<file path="src/rtl/tilemem_writer.sv">
// ============================================================================
// Module   : tilemem_writer
// Purpose  : Write-port driver for the character tile RAM scanned by the video
//            tile reader. Takes a byte stream, keeps a text cursor, and writes
//            character codes at addr = row*80 + col. Handles CR/LF/BS/FF,
//            wraps lines and the screen, and blanks each new line before use.
// Revision : 1.0  initial release
// ----------------------------------------------------------------------------
// Parameters
//   ZOOM          log2 tile scale; COLS = 80>>ZOOM, ROWS = 60>>ZOOM (ZOOM<=5)
//   BLANK         char code written when blanking
// Ports
//   clk           in   system clock, posedge
//   rstn          in   synchronous active-low reset
//   char_i        in   incoming char code (`FONT_WIDTH bits)
//   char_valid_i  in   char_i valid
//   ready_o       out  block can accept (transfer on char_valid_i && ready_o)
//   write_en_o    out  RAM write strobe, one cycle per word
//   waddr_o       out  RAM word address, row*80 + col
//   wdata_o       out  RAM write data
//   col_o         out  cursor column
//   row_o         out  cursor row
// Build option
//   CLEAR_ON_RESET_EN  when defined, the whole screen is blanked after reset
//                      before the first ready_o=1.
// ============================================================================
`default_nettype none

`ifndef FONT_WIDTH
`define FONT_WIDTH 8
`endif

module tilemem_writer #(
  parameter int ZOOM  = 0,
  parameter int BLANK = 32
) (
  input  logic                   clk,
  input  logic                   rstn,
  input  logic [`FONT_WIDTH-1:0] char_i,
  input  logic                   char_valid_i,
  output logic                   ready_o,
  output logic                   write_en_o,
  output logic [12:0]            waddr_o,
  output logic [`FONT_WIDTH-1:0] wdata_o,
  output logic [6:0]             col_o,
  output logic [5:0]             row_o
);

  localparam int FW   = `FONT_WIDTH;
  localparam int COLS = 80 >> ZOOM;
  localparam int ROWS = 60 >> ZOOM;

  localparam logic [6:0]    COL_LAST = 7'(COLS - 1);
  localparam logic [6:0]    COL_END  = 7'(COLS);
  localparam logic [5:0]    ROW_LAST = 6'(ROWS - 1);
  localparam logic [5:0]    ROW_END  = 6'(ROWS);
  localparam logic [FW-1:0] BLANK_CH = FW'(BLANK);

  typedef enum logic [1:0] {
    IDLE    = 2'd0,
    PUT     = 2'd1,
    CLRLINE = 2'd2,
    CLRSCR  = 2'd3
  } state_t;

`ifdef CLEAR_ON_RESET_EN
  localparam state_t RESET_STATE = CLRSCR;
`else
  localparam state_t RESET_STATE = IDLE;
`endif

  state_t          state;
  logic [6:0]      col;
  logic [5:0]      row;
  logic [6:0]      clr_col;   // next column to blank
  logic [5:0]      clr_row;   // next row to blank (CLRSCR only)
  logic            wrap;      // the printable in PUT ended a line
  logic            ready;
  logic            write_en;
  logic [12:0]     waddr;
  logic [FW-1:0]   wdata;

  // row*80 as a shift-add; fits 13 bits for any row below 64
  function automatic logic [12:0] row_base(input logic [5:0] r);
    row_base = ({7'd0, r} << 6) + ({7'd0, r} << 4);
  endfunction

  logic            accept;
  logic            is_print;
  logic            is_bs;
  logic            is_cr;
  logic            is_lf;
  logic            is_ff;
  logic [5:0]      next_row;
  logic [12:0]     cur_addr;

  always_comb begin
    accept   = char_valid_i && ready;
    is_print = (char_i >= FW'(8'h20)) && (char_i != FW'(8'h7F));
    is_bs    = (char_i == FW'(8'h08));
    is_cr    = (char_i == FW'(8'h0D));
    is_lf    = (char_i == FW'(8'h0A));
    is_ff    = (char_i == FW'(8'h0C));
    next_row = (row == ROW_LAST) ? 6'd0 : row + 6'd1;
    cur_addr = row_base(row) + {6'd0, col};
  end

  // Every write is registered in the same edge that decides it, so the
  // first word of a clear appears in the cycle right after the command and
  // ready_o is low for exactly the cycles that carry writes.
  always_ff @(posedge clk) begin
    if (!rstn) begin
      state    <= RESET_STATE;
      col      <= 7'd0;
      row      <= 6'd0;
      clr_col  <= 7'd0;
      clr_row  <= 6'd0;
      wrap     <= 1'b0;
      ready    <= 1'b0;
      write_en <= 1'b0;
      waddr    <= 13'd0;
      wdata    <= '0;
    end else begin
      case (state)
        IDLE: begin
          write_en <= 1'b0;
          ready    <= 1'b1;
          if (accept) begin
            if (is_print) begin
              write_en <= 1'b1;
              waddr    <= cur_addr;
              wdata    <= char_i;
              ready    <= 1'b0;
              state    <= PUT;
              // cursor moves now; PUT only finishes the wrap handling
              if (col == COL_LAST) begin
                col  <= 7'd0;
                row  <= next_row;
                wrap <= 1'b1;
              end else begin
                col  <= col + 7'd1;
                wrap <= 1'b0;
              end
            end else if (is_bs) begin
              if (col != 7'd0) begin
                col      <= col - 7'd1;
                write_en <= 1'b1;
                waddr    <= cur_addr - 13'd1;
                wdata    <= BLANK_CH;
                ready    <= 1'b0;
                wrap     <= 1'b0;
                state    <= PUT;
              end
            end else if (is_cr) begin
              col <= 7'd0;
            end else if (is_lf) begin
              col      <= 7'd0;
              row      <= next_row;
              write_en <= 1'b1;
              waddr    <= row_base(next_row);
              wdata    <= BLANK_CH;
              clr_col  <= 7'd1;
              ready    <= 1'b0;
              state    <= CLRLINE;
            end else if (is_ff) begin
              col      <= 7'd0;
              row      <= 6'd0;
              write_en <= 1'b1;
              waddr    <= 13'd0;
              wdata    <= BLANK_CH;
              clr_col  <= 7'd1;
              clr_row  <= 6'd0;
              ready    <= 1'b0;
              state    <= CLRSCR;
            end
            // remaining control codes are consumed with no effect
          end
        end

        PUT: begin
          if (wrap) begin
            // row already advanced; start blanking it immediately
            wrap     <= 1'b0;
            write_en <= 1'b1;
            waddr    <= row_base(row);
            wdata    <= BLANK_CH;
            clr_col  <= 7'd1;
            state    <= CLRLINE;
          end else begin
            write_en <= 1'b0;
            ready    <= 1'b1;
            state    <= IDLE;
          end
        end

        CLRLINE: begin
          if (clr_col == COL_END) begin
            write_en <= 1'b0;
            ready    <= 1'b1;
            state    <= IDLE;
          end else begin
            write_en <= 1'b1;
            waddr    <= row_base(row) + {6'd0, clr_col};
            wdata    <= BLANK_CH;
            clr_col  <= clr_col + 7'd1;
          end
        end

        CLRSCR: begin
          if (clr_row == ROW_END) begin
            write_en <= 1'b0;
            ready    <= 1'b1;
            state    <= IDLE;
          end else begin
            write_en <= 1'b1;
            waddr    <= row_base(clr_row) + {6'd0, clr_col};
            wdata    <= BLANK_CH;
            if (clr_col == COL_LAST) begin
              clr_col <= 7'd0;
              clr_row <= clr_row + 6'd1;
            end else begin
              clr_col <= clr_col + 7'd1;
            end
          end
        end

        default: begin
          write_en <= 1'b0;
          ready    <= 1'b0;
          state    <= IDLE;
        end
      endcase
    end
  end

  assign ready_o    = ready;
  assign write_en_o = write_en;
  assign waddr_o    = waddr;
  assign wdata_o    = wdata;
  assign col_o      = col;
  assign row_o      = row;

endmodule

`default_nettype wire

</file>
<file path="config.mk">
export PLATFORM = sky130hd
export DESIGN_NAME = tilemem_writer
export DESIGN_NICKNAME = d
export VERILOG_FILES = /design/src/rtl/tilemem_writer.sv
export SDC_FILE = /design/constraint.sdc
export NUM_CORES = 1
export LEC_CHECK = 0
export BUFFER_PORTS_ARGS = -buffer_cell sky130_fd_sc_hd__buf_2
export CAP_MARGIN = 0
export CELL_PAD_IN_SITES_DETAIL_PLACEMENT = 2
export CELL_PAD_IN_SITES_GLOBAL_PLACEMENT = 2
export CORE_ASPECT_RATIO = 1.75
export CORE_MARGIN = 5
export CORE_UTILIZATION = 35
export CTS_CLUSTER_DIAMETER = 150
export DETAILED_ROUTE_END_ITERATION = 10
export PLACE_DENSITY = 0.77
export RECOVER_POWER = 100
export SKIP_LAST_GASP = 1
export SYNTH_ARGS = -nofsm -noshare
export SYNTH_HDL_FRONTEND = slang
export SYNTH_SLANG_ARGS = --single-unit
</file>
<file path="constraint.sdc">
create_clock -name clk -period 4.4 [get_ports clk]
set_clock_uncertainty 0.05 [all_clocks]
set_input_delay 0.44 -clock clk [delete_from_list [all_inputs] [get_ports clk]]
set_output_delay 0.44 -clock clk [all_outputs]
set_load 0.05 [all_outputs]
</file>
---- After elaboration in Yosys (flattened, before gate mapping) ----
Cells that the tools add are included.
cells by class
  $lt $le $gt $ge ......................... 1
  reduce and logical (&&, ||, !) cells .... 16
  multiplexer cells ....................... 94
  eq/ne operators ......................... 36
  $add $sub $neg .......................... 12
operators with widths
  kind                                                  number
  2-to-1 mux 13 bit                                     10
  2-to-1 mux 7 bit                                      17
  2-to-1 mux 6 bit                                      14
  2-to-1 mux 8 bit                                      10
  one-hot mux 13 bit (4 select lines)                   1
  adder 12 x 10 -> 13 bit                               3
  adder 13 x 7 -> 13 bit                                3
  equality test 8 x 4 -> 1 bit (second input constant)  4
  one-hot mux 8 bit (4 select lines)                    1
  != test 2 bit (second input constant)                 15
  one-hot mux 7 bit (4 select lines)                    1
  2-to-1 mux 1 bit                                      25
  equality test 7 bit (second input constant)           3
  2-to-1 mux 2 bit                                      10
  adder 7 x 1 -> 7 bit (second input constant)          2
  subtractor 13 x 1 -> 13 bit (second input constant)   1
  adder 6 x 1 -> 6 bit (second input constant)          2
  equality test 6 bit (second input constant)           2
  one-hot mux 6 bit (2 select lines)                    1
  AND reduction 6 bit                                   2
  != test 3 bit (second input constant)                 3
  AND reduction 9 bit                                   1
  >= comparator 8 x 6 -> 1 bit (second input constant)  1
  != test 4 bit (second input constant)                 2
  other kinds (20)                                      25
word-level totals
  output and inout port bits .............. 36
  bits of input ports ..................... 11
  register bits after elaboration ......... 52

---- Logic depth before layout (Yosys ltp) ----
Gate-level depths: netlist of the first run.
  depth in word-level cells ............... 9
  depth in mapped cells ................... 13
  depth with buffers taken out ............ 13

---- Least setup slack after synthesis of the first run ----
Ideal clock, no wire load.
  path type ............................... register to register
  start ................................... register row[1], in the netlist row_o[1]
  end ..................................... register waddr[12], in the netlist waddr_o[12]
  stages on the path, launching flop included .. 10
  clock period less this slack ............ 3.497 ns
  library setup time ...................... 0.087 ns
  required time ........................... 4.263 ns
  slack ................................... 0.903 ns
  arrival ................................. 3.360 ns
  path buffers ............................ 0
  cell sequence ........................... dfxtp_1 > inv_1 > fa_1 > xor2_1 > or2_2 > nor4_1 > xor2_1 > or2_2 > o311a_1 > o31ai_1
between the ends
  longest elaborated chain between the ends .. 9
RTL lines
  item                                                             RTL line  RTL
  from (decl)                                                      74        logic [5:0] row;
  from (signal assigned)                                           138       row <= next_row;
  from (signal assigned)                                           158       row <= next_row;
  branches (longest 8 deep; another with adder 12 x 10 -> 13 bit)  n/a
  one-hot mux 13 bit (4 select lines) (*)                          124       case (state)
  to (signal assigned)                                             131       waddr <= cur_addr;
  to (signal assigned)                                             148       waddr <= cur_addr - 13'd1;
  to (signal assigned)                                             160       waddr <= row_base(next_row);
  to (decl)                                                        80        logic [12:0] waddr;
Mark *: on every way between the ends. The select of a mux whose other input is x is not followed.
A chain may end at the register's enable or synchronous reset.

---- Final worst setup path of the first run ----
  start ................................... register state[0]
  end ..................................... register wdata[2], in the netlist wdata_o[2]
between the ends
  longest elaborated chain between the ends .. 3
RTL lines
  item                                                    RTL line  RTL
  from (decl)                                             72        state_t state;
  from (signal assigned)                                  113       state <= RESET_STATE;
  from (signal assigned)                                  134       state <= PUT;
  from (signal assigned)                                  152       state <= PUT;
  zero test 2 bit (tied with other cells)                 124
  != test 5 bit (no source line) (tied with other cells)  n/a
  AND reduction 7 bit (no source line)                    n/a
  to (signal assigned)                                    132       wdata <= char_i;
  to (decl)                                               81        logic [FW-1:0] wdata;
Several ways; a longest one is shown, not always the timed one.

==> results of run 1 <==
## Yosys cell counts, drive strengths merged, types with 4 or more instances
| cell | count |
|---|---|
| a211oi | 7 |
| a21o | 8 |
| a21oi | 57 |
| a221oi | 5 |
| a31oi | 6 |
| and2 | 4 |
| and3 | 9 |
| buf | 5 |
| clkbuf | 21 |
| dfxtp | 52 |
| fa | 6 |
| ha | 33 |
| inv | 30 |
| nand2 | 57 |
| nand2b | 9 |
| nand3 | 32 |
| nand4 | 9 |
| nor2 | 62 |
| nor3 | 9 |
| nor4 | 4 |
| o2111ai | 5 |
| o211ai | 10 |
| o21ai | 30 |
| o311a | 4 |
| or3 | 4 |
| or4 | 4 |
| xnor2 | 14 |
| xor2 | 16 |
## layout make-up
class                           count  area (µm²)  share of cell area [%]
Clock buffer                        5         125                    2.59
Clock inverter                      3        28.8                   0.595
Inverter                           30         113                    2.33
Multi-Input combinational cell    465        3060                    63.3
Sequential cell                    52        1040                    21.5
Tap cell                          168         210                    4.34
Timing Repair Buffer               57         259                    5.35
## registers in the layout (all words and copies together), names as in the netlist
register	cells
wrap	1
waddr_o	13
state	2
row_o	6
write_en_o	1
ready_o	1
col_o	7
wdata_o	8
clr_col	7
clr_row	6
## per-layer routing
layer | routed length, µm | part of all wire (%) | GRT usage, %
met2 | 9440 | 56 | 46.0
met1 | 6620 | 39 | 26.1
met4 | 461 | 2.7 | 7.43
met3 | 437 | 2.6 | 2.32
met5 | 0 | 0 | 0
## metrics by stage
stage | power (mW) | std cells | cell area, µm² | hold WS, ns
finish | 1.10 | 780 | 4840 | 0.357
global placement | 0.672 | 772 | 4800 | 0.390
CTS | 1.12 | 780 | 4960 | 0.355
detailed placement | 0.676 | 772 | 4800 | 0.402
global route | 1.14 | 780 | 4840 | 0.371
floorplan | 0.620 | 573 | 4400 | 0.407
## tightest hold or removal path: cells and delay by family
family / cells / cell delay, ns
AO/OA/AOI/OAI: 1 / 0.06
buffers and inverters: 1 / 0.11
AND/OR/NAND/NOR: 1 / 0.06
## how the worst min path moves through the flow
| stage | from | to | slack [ns] |
|---|---|---|---|
| after floorplan | wrap$_SDFFE_PN0P_ | wrap$_SDFFE_PN0P_ | 0.41 |
| after global placement | wdata_o[4]$_SDFFE_PN0P_ | wdata_o[4]$_SDFFE_PN0P_ | 0.39 |
| after detailed placement | waddr_o[9]$_SDFFE_PN0P_ | waddr_o[9]$_SDFFE_PN0P_ | 0.40 |
| after CTS | char_i[4] | wdata_o[4]$_SDFFE_PN0P_ | 0.36 |
| after global routing | char_i[4] | wdata_o[4]$_SDFFE_PN0P_ | 0.37 |
| final | char_i[4] | wdata_o[4]$_SDFFE_PN0P_ | 0.36 |
## kinds of logic after synthesis
group                    synth area share [%]
AO/OA/AOI/OAI                            27.0
AND/OR/NAND/NOR                          25.0
adder cells (fa/ha/maj)                  12.1
flip-flops                               23.7
multiplexers                            0.455
buffers and inverters                    5.21
XOR/XNOR                                 6.49
## power breakdown
group	leakage [nW]	total [mW]	switching, mW	internal (mW)
Combinational	1.33	0.166	0.122	0.0435
Sequential	0.421	0.493	0.0117	0.482
Clock	0.0767	0.442	0.221	0.221
Total	1.83	1.10	0.355	0.746
==> metrics.cfg, run 1 <==
[synthesis]
synth_edf_count=0
synth_ff_type=dfxtp_1
ys_ff_latch=52
syn_inst=573
synth_area_um2=4400
synth-async-reset-ratio_pct=0
yosysSeqAreaShare_pct=23.7
synthTopCellsByArea=dfxtp_1 24%, ha_1 9.4%, a21oi_1 6.4%, nor2_1 5.3%, nand2_1 4.9%
syn_area_per_cell_um2=7.67
synth_cell_types=77
yosys_warnings=0
synth_top_area_share_pct=23.7
synth_top_cell_by_area=dfxtp_1
syn_nets=623

[cells_and_area]
final_cell_mix=62 x nor2_1, 57 x a21oi_1, 57 x nand2_1, 52 x dfxtp_1, 39 x clkbuf_1
n_antenna_cell=0
area_growth_pct=10.1
layout-drive-gt1-share_pct=5.56
fin_util_pct=38.9
fin_nets=661
num-fill-cells=1552
final_common_cell=nor2_1

[floorplanning]
io_pins=47
die_x_um=94.7
start_util_pct=35.4
row_count=54
core_area_um2=12400
die_area_um2=15000
die_h_um=158

[global_route]
overflow=0
antenna_found_initial=0
grt_max_degree=33
grt_pass1_wl_mm=27.6
grt_pass1_vias=5106
grt_usage_pct=23.6

[critical_path]
critical-path-top-delay-family=compound AO/OA/AOI/OAI gates
cp_slowest_cell=a21oi_1
path_cells=inv_1 > or3_1 > a31o_2 > a21oi_1 > clkbuf_1 > nand2_1 > a21oi_1
crit_type=register to register
cpMostUsedCell=a21oi_1
crit_required_ns=4.59
cpPeakStageDelay_ns=1.03
rrSetupSlack_ns=0.69
reg2reg_from=state[0]$_SDFFE_PN0P_
worstRegToRegCells=7
r2r-end=wdata_o[2]$_SDFFE_PN0P_
cp-startpoint=state[0]$_SDFFE_PN0P_
cp.depth=7
critPathCapture=wdata_o[2]$_SDFFE_PN0P_
critical_path.max_fanout=15
critPathCaptureType=register
cp.buffers_inverters=2
setup.worst_path.start_class=register
arrival_ns=3.89

[clocking]
cts_buffers=5
clk_pin_slew_ns=0.08
cts_htree_levels=2
ctsResizeCount=0
cts_sinks=52
cts-root-buf=clkbuf_16
cts_tree=built
clock_path_buffers=2
clk_latency_ns=0.31
postCtsHoldBufs=0
cts_setup_buffers=0

[route]
drt_wl_total_mm=17.0
drtIter0Drc=227
wl_per_cell_um=21.7
ant_nets=0
remaining_drc_errors=0
dr.pass1.iters=6
num_vias=4592
vias_per_cell=5.89

[job]
maxCapViolations=0

[pwr]
ir_worst_vdd_uv=123
p_leak_nw=1.83
power.density_nw_per_um2=227

[placement]
pre_cts_ws_ns=0.789
portBuffers=46
gp_congestion=0.888
dp_hpwl_mm=13.3

[timing]
fin_ws_ns=0.691
clock.fmax_ghz=0.270
setup-tns-final_ns=0
slew_violations=0
slew_headroom_pct=9.64
hold_viol=0
period_minus_slack_ns=3.71
finalSetupViolations=0
post-route-period-util_pct=84.3
worstMarginPinSlew_ns=1.36
rsz0062_at_grt=no

[hold_path]
holdCritPathClass=input pin to register
min_path_cells=3

[run_status]
status=complete, no violations

No activity file was read; power rests on OpenSTA's default activity.
==> inputs of run 2 (changes only) <==
clock period = 3.45 ns   (was 4.4 ns; I/O delays follow)
==> run 2 against run 1 <==
Design area rose by 3.2%. Critical path depth rose by 2. Critical path type is now input pin to register. Largest power group unchanged. Via count rose by 4.3%. Non-clock buffer count rose by 19. Global-route usage rose by 0.77 points. Hold slack got worse by 0.090 ns. Utilization rose by 1.2 points. Wire length rose by 4.0%. Flip-flop and latch count did not move. Sequential share of layout area fell by 0.61 points.
==> metrics.cfg, run 2 (same netlist as run 1, synthesis figures left out) <==
[placement]
gp_congestion=0.880  ; -0.95%
portBuffers=46  ; unchanged
dp_hpwl_mm=14.1  ; +6.1%
post_dp_cell_area_um2=4950  ; +3.0%

[timing]
slew_headroom_pct=6.63  ; -3.0 points
hold_viol=0  ; unchanged
slew_violations=0  ; unchanged
post-route-period-util_pct=95.1
period_minus_slack_ns=3.28
worstMarginPinSlew_ns=1.38  ; +0.0272 ns
finalSetupViolations=0  ; unchanged
clock.fmax_ghz=0.305
rsz0062_at_grt=no
setup-tns-final_ns=0  ; unchanged

[pwr]
power.density_nw_per_um2=283  ; +24%
ir_worst_vdd_uv=202  ; +64%
combPwrFrac_pct=15.6  ; +0.5 points
p_seq_share_pct=44.3  ; -0.5 points
p_int_mw=0.954  ; +28%
switching_power_mw=0.459  ; +29%
clkPwrFrac_pct=40.0  ; about the same
p_leak_nw=1.92  ; +5.1%
switching_share_pct=32.5  ; +0.24 points

[job]
maxCapViolations=0  ; unchanged

[cells_and_area]
largest_reg_flops=13  ; unchanged
num-fill-cells=1558  ; +0.39%
fin_area_um2=4990  ; +3.2%
n_antenna_cell=0  ; unchanged
fin_nets=680  ; +2.9%
final_common_cell=nor2_1
final_cell_mix=62 x nor2_1, 57 x nand2_1, 56 x a21oi_1, 50 x dfxtp_1, 42 x clkbuf_1
area_growth_pct=13.6
layout-drive-gt1-share_pct=8.56  ; +3.0 points

[route]
ant_nets=0  ; unchanged
remaining_drc_errors=0  ; unchanged
num_vias=4791  ; +4.3%
wl_per_cell_um=22.1  ; +1.5%
vias_per_cell=6.00  ; +1.9%
dr.pass1.iters=4  ; -2
drtIter0Drc=137  ; -40%
drt_wl_total_mm=17.6  ; +4.0%

[clocking]
clk_pin_slew_ns=0.08  ; about the same
cts_sinks=52  ; unchanged
cts_htree_levels=2  ; unchanged
postCtsHoldBufs=0  ; unchanged
clk_latency_ns=0.31  ; about the same
cts_buffers=5  ; unchanged
cts_tree=built
cts_setup_buffers=0  ; unchanged
cts-root-buf=clkbuf_16
ctsResizeCount=0  ; unchanged
clock_path_buffers=2  ; unchanged

[critical_path]
crit_type=input pin to register
arrival_ns=3.44  ; -0.45 ns
critPathCaptureType=register
crit_required_ns=3.61  ; -0.98 ns
setup.worst_path.start_class=input pin
critical_path.max_fanout=14  ; -1

[global_route]
overflow=0  ; unchanged
grt_usage_pct=24.3  ; +0.77 points
antenna_found_initial=0  ; unchanged
grt_pass1_wl_mm=28.4  ; +3.0%
grt_max_degree=27  ; -18%
grt_pass1_vias=5311  ; +4.0%

[floorplanning]
row_count=54  ; unchanged
start_util_pct=35.4  ; unchanged
core_area_um2=12400  ; unchanged
io_pins=47  ; unchanged
die_h_um=158  ; unchanged
die_x_um=94.7  ; unchanged
die_area_um2=15000  ; unchanged

[hold_path]
holdCritPathClass=input pin to register

[run_status]
status=complete, no violations

## run 2: cell types whose count changed in the layout (fill, tap and decap cells not counted), moves of 2 or more
cell and change:
clkbuf_1 +3, dfxtp_1 -2, buf_4 +16, dfxtp_2 +2
## run 2: per-layer routing
layer  share of wire [%]  wire (µm)  vias to the layer above  track usage [%]
met2                  57      10000                       91             48.4
met5                   0          0                        -                0
met4                 3.7        645                        0             9.77
met1                  37       6580                     2446             24.8
li1                    -          -                     2208                -
met3                 2.3        407                       46             3.07
## run 2: final timing paths
kind	startpoint	endpoint	slack, ns	cells after the start
max	char_i[7]	waddr_o[1]$_SDFFE_PN0P_	0.17	9
min	char_i[3]	wdata_o[3]$_SDFFE_PN0P_	0.27	3
max reg2reg	row_o[1]$_SDFFE_PN0P_	waddr_o[10]$_SDFFE_PN0P_	0.23	12
min reg2reg	waddr_o[7]$_SDFFE_PN0P_	waddr_o[7]$_SDFFE_PN0P_	0.41	2
## run 2: metrics by stage
| stage | utilization, % | total power [mW] | setup WS [ns] | cells | hold slack (ns) |
|---|---|---|---|---|---|
| floorplan | - | 0.790 | 0.0731 | 573 | 0.407 |
| global placement | 39.8 | 0.861 | 0.340 | 791 | 0.392 |
| detailed placement | 39.8 | 0.868 | 0.205 | 791 | 0.398 |
| CTS | 41.0 | 1.44 | 0.212 | 799 | 0.264 |
| global route | 40.2 | 1.47 | 0.0269 | 799 | 0.265 |
| finish | 40.2 | 1.41 | 0.169 | 799 | 0.267 |
## run 2: power by group through the flow
stage / combinational, mW / clock [mW] / sequential [mW]
after floorplan: 0.105 / 0 / 0.685
after global placement: 0.221 / 0 / 0.639
after detailed placement: 0.228 / 0 / 0.640
after CTS: 0.230 / 0.584 / 0.626
after global routing: 0.237 / 0.601 / 0.628
final: 0.221 / 0.566 / 0.627
## run 2: layout make-up
cell class | count | area (µm²) | share of cell area [%]
clock inverter | 3 | 28.8 | 0.576
inverter | 30 | 113 | 2.26
sequential | 52 | 1040 | 20.9
clock buffer | 5 | 125 | 2.51
multi-input combinational | 465 | 3080 | 61.7
tap | 168 | 210 | 4.21
timing repair buffer | 76 | 390 | 7.82
## run 2: worst max-delay path, stage by stage
cell and delay (ns):
buf_2 0.13, or4b_1 0.64, or4_1 0.60, a31oi_1 0.41
nand2_1 0.23, nand2_1 0.14, clkbuf_1 0.53, o221ai_1 0.24
o211a_1 0.17
==> inputs of run 3 (changes only) <==
ABC_AREA = 1   (was unset)
CORE_MARGIN = 2   (was 5)
CORE_UTILIZATION = 33   (was 35)
==> run 3 against run 2 <==
Synthesized cell count increased by 20%. Largest power group unchanged. Utilization decreased by 3.1 points. Final cell count increased by 13%. Critical path depth unchanged. Wire length increased by 2.3%. Hold slack improved by 0.013 ns. Design area decreased by 1.1%.
==> metrics.cfg, run 3 <==
[critical_path]
critical_path.max_fanout=28  ; +14
arrival_ns=3.24  ; -0.20 ns
cp-startpoint=state[1]$_SDFFE_PN0P_
r2r-end=waddr_o[5]$_SDFFE_PN0P_
reg2reg_from=state[1]$_SDFFE_PN0P_
crit_required_ns=3.54  ; -0.07 ns
rrSetupSlack_ns=0.31  ; +0.08 ns
crit_type=register to register
worstRegToRegCells=9  ; -3
critPathCaptureType=register
setup.worst_path.start_class=register

[pwr]
p_leak_nw=2.21  ; +15%
ir_worst_vdd_uv=263  ; +30%
p_total_mw=1.76  ; +25%
power.density_nw_per_um2=357  ; +26%
switching_power_mw=0.722  ; +57%
p_seq_share_pct=39.0  ; -5.3 points
switching_share_pct=41.0  ; +8.5 points
p_int_mw=1.04  ; +8.9%
clkPwrFrac_pct=29.9  ; -10 points
combPwrFrac_pct=31.0  ; +15 points

[clocking]
clk_pin_slew_ns=0.08  ; about the same
postCtsHoldBufs=0  ; unchanged
clock_path_buffers=2  ; unchanged
cts_buffers=5  ; unchanged
cts-root-buf=clkbuf_16
clk_latency_ns=0.30  ; about the same
cts_tree=built
cts_htree_levels=2  ; unchanged
cts_setup_buffers=0  ; unchanged
cts_sinks=52  ; unchanged

[timing]
clock.fmax_ghz=0.318  ; +4.4%
setup-tns-final_ns=0  ; unchanged
post-route-period-util_pct=91.1  ; -4.0 points
slew_headroom_pct=12.9  ; +6.2 points
period_minus_slack_ns=3.14  ; -0.138 ns
slew_violations=0  ; unchanged
finalSetupViolations=0  ; unchanged
fin_ws_ns=0.307  ; +0.138 ns
rsz0062_at_grt=no
hold_viol=0  ; unchanged
worstMarginPinSlew_ns=1.29  ; -0.0893 ns

[floorplanning]
die_x_um=92.0  ; -2.9%
die_area_um2=14500  ; -3.0%
die_h_um=158  ; -0.17%
row_count=56  ; +3.7%
start_util_pct=33.6  ; -1.8 points
core_area_um2=13300  ; +7.1%
io_pins=47  ; unchanged

[cells_and_area]
final_cell_mix=140 x nand2_1, 87 x inv_1, 69 x nor2_1, 61 x a21oi_1, 60 x nand3_1
final_cells=904  ; +13%
seqCellArea_um2=1040  ; -0.12%
area_growth_pct=10.4
final_common_cell=nand2_1
multi_input_area_um2=2960  ; -4.0%
layout-drive-gt1-share_pct=6.99  ; -1.6 points
n_antenna_cell=0  ; unchanged
num-fill-cells=1728  ; +11%
largest_reg_flops=13  ; unchanged
fin_nets=779  ; +15%

[placement]
gp_congestion=0.851  ; -3.3%
portBuffers=46  ; unchanged
dp_hpwl_mm=14.7  ; +3.9%
placed_cells=896  ; +13%
pre_cts_ws_ns=0.281  ; +0.0763 ns

[route]
wl_per_cell_um=20.0  ; -9.6%
vias_per_cell=5.49  ; -8.4%
drtIter0Drc=148  ; +8.0%
dr.pass1.iters=4  ; unchanged
topRoutingLayerUsed=met4
ant_nets=0  ; unchanged
wl_met2_mm=9.89  ; -1.2%
wl_met1_mm=6.89  ; +4.8%
remaining_drc_errors=0  ; unchanged
num_vias=4963  ; +3.6%
wl_met3_um=371  ; -8.8%
drt_wl_total_mm=18.0  ; +2.3%

[global_route]
grt_pass1_wl_mm=29.4  ; +3.4%
grt_usage_pct=25.8  ; +1.4 points
antenna_found_initial=0  ; unchanged
grt_pass1_vias=5532  ; +4.2%
overflow=0  ; unchanged
grt_max_degree=29  ; +7.4%

[job]
maxCapViolations=0  ; unchanged

[synthesis]
yosys_warnings=0  ; unchanged
synth-async-reset-ratio_pct=0  ; unchanged
synthTopCellsByArea=dfxtp_1 23%, nand2_1 11%, ha_1 9.2%, inv_1 7.2%, a21oi_1 6.8%
yosysSeqAreaShare_pct=23.3  ; -0.40 points
ys_ff_latch=52  ; unchanged
syn_nets=738  ; +18%
syn_inst=688  ; +20%
synth_top_cell_by_area=dfxtp_1
syn_area_per_cell_um2=6.50  ; -15%
synth_ff_type=dfxtp_1
synth_top_area_share_pct=23.3  ; -0.40 points
synth_cell_types=49  ; -36%
synthTopCellsByCount=137 x nand2_1, 86 x inv_1, 68 x nor2_1, 61 x a21oi_1, 60 x nand3_1
synth_edf_count=0  ; unchanged
yosysMostFrequentCell=nand2_1
synth_area_um2=4470  ; +1.7%

[hold_path]
min_path_cells=3  ; unchanged
hp-start=char_i[3]
holdCritPathClass=input pin to register
min_to=wdata_o[3]$_SDFFE_PN0P_

[run_status]
status=complete, no violations

-- run 3: kinds of logic after synthesis --
group,after synthesis,share of synthesized area (%)
fa+ha+maj,39,11.9
compound gates,156,19.6
flops,52,23.3
simple gates,313,31.8
xor+xnor,17,3.33
buf+inv,111,10.0
-- run 3: through the flow --
stage | instance area, µm² | util [%] | hold WS [ns]
3_3_place_gp | 4860 | 36.5 | 0.403
6_report | 4940 | 37.1 | 0.280
3_5_place_dp | 4860 | 36.5 | 0.413
4_1_cts | 5010 | 37.6 | 0.280
5_1_grt | 4940 | 37.1 | 0.294
2_1_floorplan | 4470 | - | 0.428
-- run 3: layout make-up --
type | instances | area share [%]
sequential | 52 | 21.1
clock inverter | 3 | 0.431
tap | 174 | 4.41
timing repair buffer | 50 | 4.36
inverter | 95 | 7.22
clock buffer | 5 | 2.53
multi-input combinational | 525 | 59.9
-- run 3: power groups by stage --
stage	combinational [mW]	sequential, mW	clock, mW
after CTS	0.569	0.688	0.547
after floorplan	0.283	0.826	0
after global placement	0.543	0.698	0
final	0.546	0.688	0.528
after detailed placement	0.562	0.701	0
after global routing	0.600	0.695	0.569
-- run 3: worst max path at each step --
stage,endpoint,slack (ns),cells after the start
floorplan,waddr_o[12]$_SDFFE_PN0P_,0.40,17
global placement,waddr_o[12]$_SDFFE_PN0P_,0.49,17
detailed placement,waddr_o[11]$_SDFFE_PN0P_,0.28,18
CTS,waddr_o[12]$_SDFFE_PN0P_,0.23,18
global route,waddr_o[10]$_SDFFE_PN0P_,0.05,17
finish,waddr_o[5]$_SDFFE_PN0P_,0.31,9
-- run 3: repair_timing --
action | CTS | global route
endpoints found under the hold margin | 0 | 0
endpoints found under the setup margin | 0 | 3
gates resized for setup | 0 | 2
-- run 3: routing by layer --
metal | vias up | track usage [%]
li1 | 2381 | -
met1 | 2454 | 27.7
met2 | 89 | 49.5
met3 | 39 | 2.57
met4 | 0 | 12.8
met5 | - | 0
-- run 3: critical path: stages, from the launching register on --
cell	delay, ns
dfxtp_1	0.71
inv_1	0.23
nor2_1	0.31
inv_1	0.14
o31ai_1	0.30
nor2_1	0.15
nand3_4	0.21
inv_1	0.43
o21ai_0	0.38
a31oi_1	0.07
